[src/rtl/pong_game_fsm_if.sv]
// Signal bundle between the joystick/video front-end and the Pong game-flow controller.
// The controller connects through the slave modport; the front-end side uses master.
interface pong_game_fsm_if #(
    parameter int MENU_ITEMS = 3,
    parameter int SCORE_W    = 4,
    parameter int CNT_W      = 8
);
    localparam int SEL_W = $clog2(MENU_ITEMS);

    logic               enter;
    logic               up;
    logic               down;
    logic               frame_tick;
    logic               point_p1;
    logic               point_p2;

    logic               enable_start;
    logic               enable_pause;
    logic               enable_game;
    logic               enable_over;
    logic               game_run;
    logic               game_reset_n;
    logic [SEL_W-1:0]   menu_sel;
    logic [CNT_W-1:0]   countdown;
    logic [SCORE_W-1:0] score_p1;
    logic [SCORE_W-1:0] score_p2;
    logic [1:0]         winner;

    modport master (
        output enter, up, down, frame_tick, point_p1, point_p2,
        input  enable_start, enable_pause, enable_game, enable_over, game_run,
               game_reset_n, menu_sel, countdown, score_p1, score_p2, winner
    );

    modport slave (
        input  enter, up, down, frame_tick, point_p1, point_p2,
        output enable_start, enable_pause, enable_game, enable_over, game_run,
               game_reset_n, menu_sel, countdown, score_p1, score_p2, winner
    );
endinterface

[src/rtl/pong_game_fsm.sv]
// Pong game-flow controller: start screen, serve countdown, play, pause menu and game-over,
// with button edge detection and score keeping. All outputs are registered clock enables.
module pong_game_fsm #(
    parameter int MENU_ITEMS   = 3,
    parameter int SCORE_W      = 4,
    parameter int WIN_SCORE    = 7,
    parameter int COUNT_FRAMES = 180,
    parameter int CNT_W        = 8
) (
    input  logic             clock,
    input  logic             reset,
    pong_game_fsm_if.slave   bus
);
    localparam int SEL_W = $clog2(MENU_ITEMS);

    localparam logic [SEL_W-1:0]   SEL_LAST  = SEL_W'(MENU_ITEMS - 1);
    localparam logic [CNT_W-1:0]   CNT_LOAD  = CNT_W'(COUNT_FRAMES);
    localparam logic [SCORE_W-1:0] SCORE_WIN = SCORE_W'(WIN_SCORE);

    typedef enum logic [2:0] {
        ST_START     = 3'd0,
        ST_COUNTDOWN = 3'd1,
        ST_GAME      = 3'd2,
        ST_PAUSE     = 3'd3,
        ST_OVER      = 3'd4
    } state_t;

    state_t             state_q, state_d;
    logic               enter_q, enter_d;
    logic               up_q, up_d;
    logic               down_q, down_d;
    logic               enable_start_q, enable_start_d;
    logic               enable_pause_q, enable_pause_d;
    logic               enable_game_q, enable_game_d;
    logic               enable_over_q, enable_over_d;
    logic               game_run_q, game_run_d;
    logic               game_reset_n_q, game_reset_n_d;
    logic [SEL_W-1:0]   menu_sel_q, menu_sel_d;
    logic [CNT_W-1:0]   countdown_q, countdown_d;
    logic [SCORE_W-1:0] score_p1_q, score_p1_d;
    logic [SCORE_W-1:0] score_p2_q, score_p2_d;
    logic [1:0]         winner_q, winner_d;

    logic               enter_e, up_e, down_e;
    logic               any_point, p1_win, p2_win;
    logic [SCORE_W-1:0] p1_next, p2_next;

    function automatic logic [SCORE_W-1:0] sat_inc(input logic [SCORE_W-1:0] s);
        return (s == '1) ? s : s + 1'b1;
    endfunction

    always_comb begin
        // NOTE: every signal gets a default first so no path through the case infers a latch.
        state_d        = state_q;
        menu_sel_d     = menu_sel_q;
        countdown_d    = countdown_q;
        score_p1_d     = score_p1_q;
        score_p2_d     = score_p2_q;
        winner_d       = winner_q;
        game_reset_n_d = 1'b1;

        enter_d = bus.enter;
        up_d    = bus.up;
        down_d  = bus.down;
        enter_e = bus.enter & ~enter_q;
        up_e    = bus.up & ~up_q;
        down_e  = bus.down & ~down_q;

        any_point = bus.point_p1 | bus.point_p2;
        p1_next   = bus.point_p1 ? sat_inc(score_p1_q) : score_p1_q;
        p2_next   = bus.point_p2 ? sat_inc(score_p2_q) : score_p2_q;
        p1_win    = p1_next >= SCORE_WIN;
        p2_win    = p2_next >= SCORE_WIN;

        case (state_q)
            ST_START: begin
                if (enter_e) begin
                    state_d        = ST_COUNTDOWN;
                    score_p1_d     = '0;
                    score_p2_d     = '0;
                    countdown_d    = CNT_LOAD;
                    game_reset_n_d = 1'b0;
                end
            end
            ST_COUNTDOWN: begin
                if (bus.frame_tick) begin
                    if (countdown_q <= CNT_W'(1)) begin
                        state_d     = ST_GAME;
                        countdown_d = '0;
                    end else begin
                        countdown_d = countdown_q - 1'b1;
                    end
                end
            end
            ST_GAME: begin
                // A scored point takes priority over a simultaneous pause request.
                if (any_point) begin
                    score_p1_d = p1_next;
                    score_p2_d = p2_next;
                    if (p1_win || p2_win) begin
                        state_d  = ST_OVER;
                        winner_d = {p2_win, p1_win};
                    end else begin
                        state_d     = ST_COUNTDOWN;
                        countdown_d = CNT_LOAD;
                    end
                end else if (enter_e) begin
                    state_d    = ST_PAUSE;
                    menu_sel_d = '0;
                end
            end
            ST_PAUSE: begin
                if (enter_e) begin
                    if (menu_sel_q == '0) begin
                        state_d = ST_GAME;
                    end else if (menu_sel_q == SEL_W'(1)) begin
                        state_d        = ST_COUNTDOWN;
                        score_p1_d     = '0;
                        score_p2_d     = '0;
                        countdown_d    = CNT_LOAD;
                        game_reset_n_d = 1'b0;
                    end else begin
                        state_d        = ST_START;
                        game_reset_n_d = 1'b0;
                    end
                end else if (up_e && !down_e) begin
                    menu_sel_d = (menu_sel_q == '0) ? SEL_LAST : menu_sel_q - 1'b1;
                end else if (down_e && !up_e) begin
                    menu_sel_d = (menu_sel_q == SEL_LAST) ? '0 : menu_sel_q + 1'b1;
                end
            end
            ST_OVER: begin
                if (enter_e) begin
                    state_d        = ST_START;
                    score_p1_d     = '0;
                    score_p2_d     = '0;
                    winner_d       = '0;
                    game_reset_n_d = 1'b0;
                end
            end
            default: begin
                state_d        = ST_START;
                menu_sel_d     = '0;
                countdown_d    = '0;
                score_p1_d     = '0;
                score_p2_d     = '0;
                winner_d       = '0;
                game_reset_n_d = 1'b0;
            end
        endcase

        // Enables follow the next state so they are registered alongside it.
        enable_start_d = (state_d == ST_START);
        enable_pause_d = (state_d == ST_PAUSE);
        enable_over_d  = (state_d == ST_OVER);
        enable_game_d  = (state_d == ST_COUNTDOWN) || (state_d == ST_GAME) || (state_d == ST_PAUSE);
        game_run_d     = (state_d == ST_GAME);
    end

    // NOTE: sequential state is updated only with non-blocking assignments.
    always_ff @(posedge clock) begin
        if (!reset) begin
            state_q        <= ST_START;
            enter_q        <= 1'b1;
            up_q           <= 1'b1;
            down_q         <= 1'b1;
            enable_start_q <= 1'b1;
            enable_pause_q <= 1'b0;
            enable_game_q  <= 1'b0;
            enable_over_q  <= 1'b0;
            game_run_q     <= 1'b0;
            game_reset_n_q <= 1'b0;
            menu_sel_q     <= '0;
            countdown_q    <= '0;
            score_p1_q     <= '0;
            score_p2_q     <= '0;
            winner_q       <= '0;
        end else begin
            state_q        <= state_d;
            enter_q        <= enter_d;
            up_q           <= up_d;
            down_q         <= down_d;
            enable_start_q <= enable_start_d;
            enable_pause_q <= enable_pause_d;
            enable_game_q  <= enable_game_d;
            enable_over_q  <= enable_over_d;
            game_run_q     <= game_run_d;
            game_reset_n_q <= game_reset_n_d;
            menu_sel_q     <= menu_sel_d;
            countdown_q    <= countdown_d;
            score_p1_q     <= score_p1_d;
            score_p2_q     <= score_p2_d;
            winner_q       <= winner_d;
        end
    end

    assign bus.enable_start = enable_start_q;
    assign bus.enable_pause = enable_pause_q;
    assign bus.enable_game  = enable_game_q;
    assign bus.enable_over  = enable_over_q;
    assign bus.game_run     = game_run_q;
    assign bus.game_reset_n = game_reset_n_q;
    assign bus.menu_sel     = menu_sel_q;
    assign bus.countdown    = countdown_q;
    assign bus.score_p1     = score_p1_q;
    assign bus.score_p2     = score_p2_q;
    assign bus.winner       = winner_q;
endmodule

[src/flat_wrapper.sv]
// flat-port wrapper written by rule: the top's interface ports become plain ports
module pong_game_fsm_flat 
#(
    parameter int MENU_ITEMS   = 3,
    parameter int SCORE_W      = 4,
    parameter int WIN_SCORE    = 7,
    parameter int COUNT_FRAMES = 180,
    parameter int CNT_W        = 8
)
  (clock, reset, bus_enter, bus_up, bus_down, bus_frame_tick, bus_point_p1, bus_point_p2, bus_enable_start, bus_enable_pause, bus_enable_game, bus_enable_over, bus_game_run, bus_game_reset_n, bus_menu_sel, bus_countdown, bus_score_p1, bus_score_p2, bus_winner);
  pong_game_fsm_if #(.MENU_ITEMS(MENU_ITEMS), .SCORE_W(SCORE_W), .CNT_W(CNT_W)) bus_i ();
  input  logic clock;
  input  logic reset;
  input wire logic [$bits(bus_i.enter)-1:0] bus_enter;
  input wire logic [$bits(bus_i.up)-1:0] bus_up;
  input wire logic [$bits(bus_i.down)-1:0] bus_down;
  input wire logic [$bits(bus_i.frame_tick)-1:0] bus_frame_tick;
  input wire logic [$bits(bus_i.point_p1)-1:0] bus_point_p1;
  input wire logic [$bits(bus_i.point_p2)-1:0] bus_point_p2;
  output wire logic [$bits(bus_i.enable_start)-1:0] bus_enable_start;
  output wire logic [$bits(bus_i.enable_pause)-1:0] bus_enable_pause;
  output wire logic [$bits(bus_i.enable_game)-1:0] bus_enable_game;
  output wire logic [$bits(bus_i.enable_over)-1:0] bus_enable_over;
  output wire logic [$bits(bus_i.game_run)-1:0] bus_game_run;
  output wire logic [$bits(bus_i.game_reset_n)-1:0] bus_game_reset_n;
  output wire logic [$bits(bus_i.menu_sel)-1:0] bus_menu_sel;
  output wire logic [$bits(bus_i.countdown)-1:0] bus_countdown;
  output wire logic [$bits(bus_i.score_p1)-1:0] bus_score_p1;
  output wire logic [$bits(bus_i.score_p2)-1:0] bus_score_p2;
  output wire logic [$bits(bus_i.winner)-1:0] bus_winner;
  assign bus_i.enter = bus_enter;
  assign bus_i.up = bus_up;
  assign bus_i.down = bus_down;
  assign bus_i.frame_tick = bus_frame_tick;
  assign bus_i.point_p1 = bus_point_p1;
  assign bus_i.point_p2 = bus_point_p2;
  assign bus_enable_start = bus_i.enable_start;
  assign bus_enable_pause = bus_i.enable_pause;
  assign bus_enable_game = bus_i.enable_game;
  assign bus_enable_over = bus_i.enable_over;
  assign bus_game_run = bus_i.game_run;
  assign bus_game_reset_n = bus_i.game_reset_n;
  assign bus_menu_sel = bus_i.menu_sel;
  assign bus_countdown = bus_i.countdown;
  assign bus_score_p1 = bus_i.score_p1;
  assign bus_score_p2 = bus_i.score_p2;
  assign bus_winner = bus_i.winner;
  pong_game_fsm #(.MENU_ITEMS(MENU_ITEMS), .SCORE_W(SCORE_W), .WIN_SCORE(WIN_SCORE), .COUNT_FRAMES(COUNT_FRAMES), .CNT_W(CNT_W)) u_core (.clock(clock), .reset(reset), .bus(bus_i));
endmodule
[config.mk]
export PLATFORM = sky130hd
export DESIGN_NAME = pong_game_fsm_flat
export DESIGN_NICKNAME = d
export VERILOG_FILES = /design/src/rtl/pong_game_fsm_if.sv /design/src/rtl/pong_game_fsm.sv /design/src/flat_wrapper.sv
export SDC_FILE = /design/constraint.sdc
export NUM_CORES = 1
export LEC_CHECK = 0
export BUFFER_PORTS_ARGS = -buffer_cell sky130_fd_sc_hd__buf_2
export CAP_MARGIN = 5
export CORE_AREA = 2 2 60 62
export DETAILED_ROUTE_END_ITERATION = 12
export DIE_AREA = 0 0 62 64
export PLACE_DENSITY = 0.8
export SLEW_MARGIN = 20
export SYNTH_ARGS = -nofsm -noshare
export SYNTH_HDL_FRONTEND = slang
export SYNTH_SLANG_ARGS = --single-unit
[constraint.sdc]
create_clock -name clock -period 6.1 [get_ports clock]
set_clock_uncertainty 0.1 [all_clocks]
set_input_delay 1.22 -clock clock [delete_from_list [all_inputs] [get_ports clock]]
set_output_delay 1.22 -clock clock [all_outputs]
set_load 0.1 [all_outputs]
Word-level counts from Yosys, hierarchy flattened

Index checks and enable logic that the tools add are counted.

Register bits after elaboration: 32
Input bits: 8
Output and inout bits: 26
Logic and storage cells: 125

Add/sub/neg operators: 5
$lt $le $gt $ge: 3
Equal/unequal tests: 26
Multiplexer cells: 47
Bitwise gates (word level): 11
Reductions and logical operators: 18

Operators by type and width:

| cell                  | number |
|---|---|
| $mux W8               | 8 |
| $mux W4               | 10 |
| $pmux W8 S5           | 1 |
| $pmux W4 S4           | 2 |
| $mux W3               | 9 |
| $mux W2               | 9 |
| $ne A2 B1 Y1 const B  | 8 |
| $pmux W3 S5           | 1 |
| $eq A3 B2 Y1 const B  | 4 |
| $pmux W2 S3           | 2 |
| $ne A2 B2 Y1 const B  | 5 |
| $add A4 B1 Y4 const B | 2 |
| $eq A4 B4 Y1 const B  | 2 |
| $ge A4 B3 Y1 const B  | 2 |
| $le A8 B1 Y1 const B  | 1 |
| $reduce_and A8 Y1     | 1 |
| $sub A8 B1 Y8 const B | 1 |
| $not A1 Y1            | 7 |
| $eq A3 B1 Y1 const B  | 2 |
| $eq A3 B3 Y1 const B  | 2 |
| $logic_not A3 Y1      | 2 |
| $reduce_and A6 Y1     | 1 |
| $reduce_or A3 Y1      | 2 |
| $reduce_and A5 Y1     | 1 |
| 15 further kinds      | 25 |

Depth between registers and ports, before layout

Depth in word-level cells: 11
Depth in mapped cells: 9

Worst setup path after synthesis

OpenSTA, ideal clock, no wires.

Path kind: input-to-reg
Start point: in bus_point_p2
End point: reg u_core.countdown_q[7], in the netlist u_core.bus.countdown[7]
Library setup time: 0.070 ns
Arrival: 2.855 ns
Data required time: 5.930 ns
Slack: 3.075 ns
Stages on the path: 6
Path buffers: 1
Path through: clkbuf_1 > nand4_1 > mux2i_1 > a41oi_1 > or4_1 > a21oi_1

Longest elaborated chain between the ends: 5
Elaborated cells on any way between the ends: 7

Ends and longest elaborated chain:

| element                       | line                 | RTL |
|---|---|---|
| start: declaration            | flat_wrapper.sv:19   | `input wire logic [$bits(bus_i.point_p2)-1:0] bus_point_p2;` |
| $mux W4                       | pong_game_fsm.sv:71  | `p2_next = bus.point_p2 ? sat_inc(score_p2_q) : score_p2_q;` |
| $ge A4 B3 Y1                  | pong_game_fsm.sv:73  | `p2_win = p2_next >= SCORE_WIN;` |
| $logic_or A1 B1 Y1            | pong_game_fsm.sv:100 | `if (p1_win \|\| p2_win) begin` |
| $ne A2 B2 Y1 (no line)        | n/a                  |  |
| $reduce_and A8 Y1 (no line) * | n/a                  |  |
| end signal: assignment        | pong_game_fsm.sv:190 | `countdown_q <= countdown_d;` |
| end: declaration              | pong_game_fsm.sv:39  | `logic [CNT_W-1:0] countdown_q, countdown_d;` |

Mark *: on every way between the ends. The rest lies on a longest branch, timed or not.
A chain may end at the register's enable or synchronous reset.

Worst setup path in the final report

Same ends and word-level chain as after synthesis.

==> summary.txt <==
status - completed
Max Root-Sink Buffers - 2
Initial Utilization - 58.2%
CTS tree - built
router iterations before antenna repair - 5
Die W - 62 um
nature of the critical path endpoint - register
final-stage net count - 284
Root Buffer - clkbuf_4
RSZ-0062 raised after global routing - no
Die Height - 64 um
Power Density - 206 nW/um2
hold_sp - u_core.bus.winner[1]
Worst Path Arrival - 3110 ps
DRT iter0 DRCs - 162
Final min period - 2940 ps
GPL Wtd Cong - 0.867
syn_area_per_cell - 8.07 um2
Comb power frac - 22.0%
WL/cell - 14.0 um
Achievable Freq - 340 MHz
CP Launch Point - bus_point_p2
kind of critical path - input port to register
post-CTS sizing - 0
GR Util All Layers - 23.9%
synthesized flop and latch total - 32
CTS buffer count - 5
largest net degree at the start of global routing - 18
DRT Wirelength - 4400 um
register area share after synthesis - 33.5%
setup bufs post-CTS - 0
Max-Cap Viols - 0
Syn. warnings - 0
Sink Count - 32
crit path max fanout - 12
Switching Fraction - 36.0%
initial antenna violation count - 0
Post-Syn Instances - 237
Slew @ Worst Pin - 758 ps
# port buffers - 33
area delta synth->final - 12.6%
row count - 21
post-route ant nets - 0
Fin. Hold Viols - 0
fin. max-slew vios - 0
setup violators final - 0
leakage dissipation - 0.917 nW
switching power - 0.000160 W
fraction of registers with async set or reset after synthesis - 0%
Antenna diodes - 0
Post-Syn Area - 1910 um2
hold_buf cts - 0
Ports - 34
Max-slew headroom - 49.4%
DRC - 0
total number of vias - 1866
non-filler cells, final - 314
syn nets - 254
Pint - 0.000284 W
htree depth - 2
CORE AREA - 3280 um2
vias in the first global route - 1640
worst r2r src - u_core.state_q[1]
Max VDD drop - 0.148 mV
startpoint types - input port
Post-synth EDFFs - 0
Die ar. - 3970 um2
DP HPWL - 3100 um
setup TNS - 0 ps
post-DR vias/cell - 5.94
Most used DFF post-synth - dfxtp_1
gr ovfl total - 0
clock-pin slew on the worst setup and hold paths - 110 ps
final worst path period share - 48.2%
share of layout cells above drive strength 1 - 20.1%
Seq pwr share - 50.4%
worst hold path class - register to register
Clk network pwr share - 27.6%
first-pass GRT wire length - 7240 um
Skew-Pair Late Insertion Delay - 350 ps
Yosys cell types - 50
CP required - 6280 ps
DP Cell Count - 306
cells in the final DEF (no fill, tap or decap), types with 3 or more instances in the layout:
| cell | netlist | final |
|---|---|---|
| nor2b_1 | 7 | 7 |
| nand2_1 | 14 | 14 |
| o21bai_1 | 4 | 4 |
| and4_1 | 3 | 3 |
| o21ai_0 | 10 | 10 |
| nand4_1 | 8 | 8 |
| nor2_1 | 25 | 25 |
| clkbuf_4 | 0 | 5 |
| nor4_1 | 3 | 3 |
| a31o_2 | 3 | 3 |
| a21oi_1 | 17 | 17 |
| nand2b_1 | 9 | 9 |
| nand3_1 | 6 | 6 |
| mux2i_1 | 5 | 5 |
| a211oi_1 | 4 | 4 |
| dfxtp_1 | 32 | 32 |
| nor3_1 | 8 | 8 |
| inv_1 | 13 | 13 |
| ha_1 | 9 | 9 |
| buf_2 | 1 | 33 |
cell type report:
type                       count  area [um2]
timing repair buffer          33         165
clock buffer                   5        37.5
sequential                    32         641
multi-input combinational    182        1180
tap                           46        57.6
inverter                      13        48.8
fill                         286        1130
clock inverter                 3        18.8
metrics by stage:
step	util [%]	hold slack (ps)	setup slack, ps	total power (W)	area (um2)
2_1_floorplan	-	528	3070	0.000308	1910
3_3_place_gp	63.8	365	2910	0.000324	2100
3_5_place_dp	63.8	368	2830	0.000325	2100
4_1_cts	65.6	394	3180	0.000445	2150
5_1_grt	65.6	413	3010	0.000463	2150
6_report	65.6	399	3160	0.000444	2150
Yosys cell counts (all sizes together) (3+ instances only):
master | instances | area, um2
a21oi | 17 | 85.1
nor2b | 7 | 43.8
nor4 | 3 | 18.8
o21ai | 10 | 50.1
dfxtp | 32 | 641
nand4 | 8 | 50.1
nand3 | 6 | 30.0
ha | 9 | 113
nand2b | 9 | 56.3
inv | 13 | 48.8
o21bai | 4 | 30.0
nand2 | 14 | 52.6
nor2 | 25 | 93.8
a211oi | 4 | 30.0
clkbuf | 9 | 33.8
mux2i | 5 | 50.1
nor3 | 8 | 40.0
a31o | 3 | 26.3
and4 | 3 | 26.3
worst max-delay path, stage by stage:
cell,delay [ps]
buf_2,200
nand4_1,140
mux2i_1,450
a41oi_1,400
or4_1,560
a21oi_1,140
flip-flops by register name, summed over array words and instances, names as in the netlist, 2 cells and up:
name,count
u_core.bus.menu_sel,2
u_core.bus.score_p1,4
u_core.bus.winner,2
u_core.bus.score_p2,4
u_core.state_q,3
u_core.bus.countdown,8
per-layer routing:
metal,wire length (um),GRT usage [%]
met1,2000,30.8
met2,2060,37.2
met3,241,5.47
met4,96,10.4
met5,0,0
cell families (layout without fill, tap and decap cells):
logic type	count (synthesis)	after routing	synth area share, %
muxes	6	6	3.20
and+or+nand+nor	100	100	28.2
DFF	32	32	33.5
buffers and inverters	23	54	4.58
AOI/OAI and AO/OA	66	66	24.2
xor gates and xnor gates	1	1	0.458
adders and majority gates	9	9	5.89
power groups by stage:
stage	Sequential [W]	Clock [W]	Combinational (W)
final	0.000224	0.000123	0.0000976
after global routing	0.000225	0.000134	0.000105
after CTS	0.000223	0.000124	0.0000975
after detailed placement	0.000228	0	0.0000971
after global placement	0.000228	0	0.0000968
after floorplan	0.000263	0	0.0000457
worst paths after layout:
path | end | slack (ps) | depth (start not counted)
max | u_core.bus.countdown[7] | 3160 | 6
min | u_core.bus.winner[1] | 400 | 1
max reg2reg | u_core.bus.countdown[4] | 3380 | 6
min reg2reg | u_core.bus.winner[1] | 400 | 1
No activity file was read; power rests on OpenSTA's default activity.
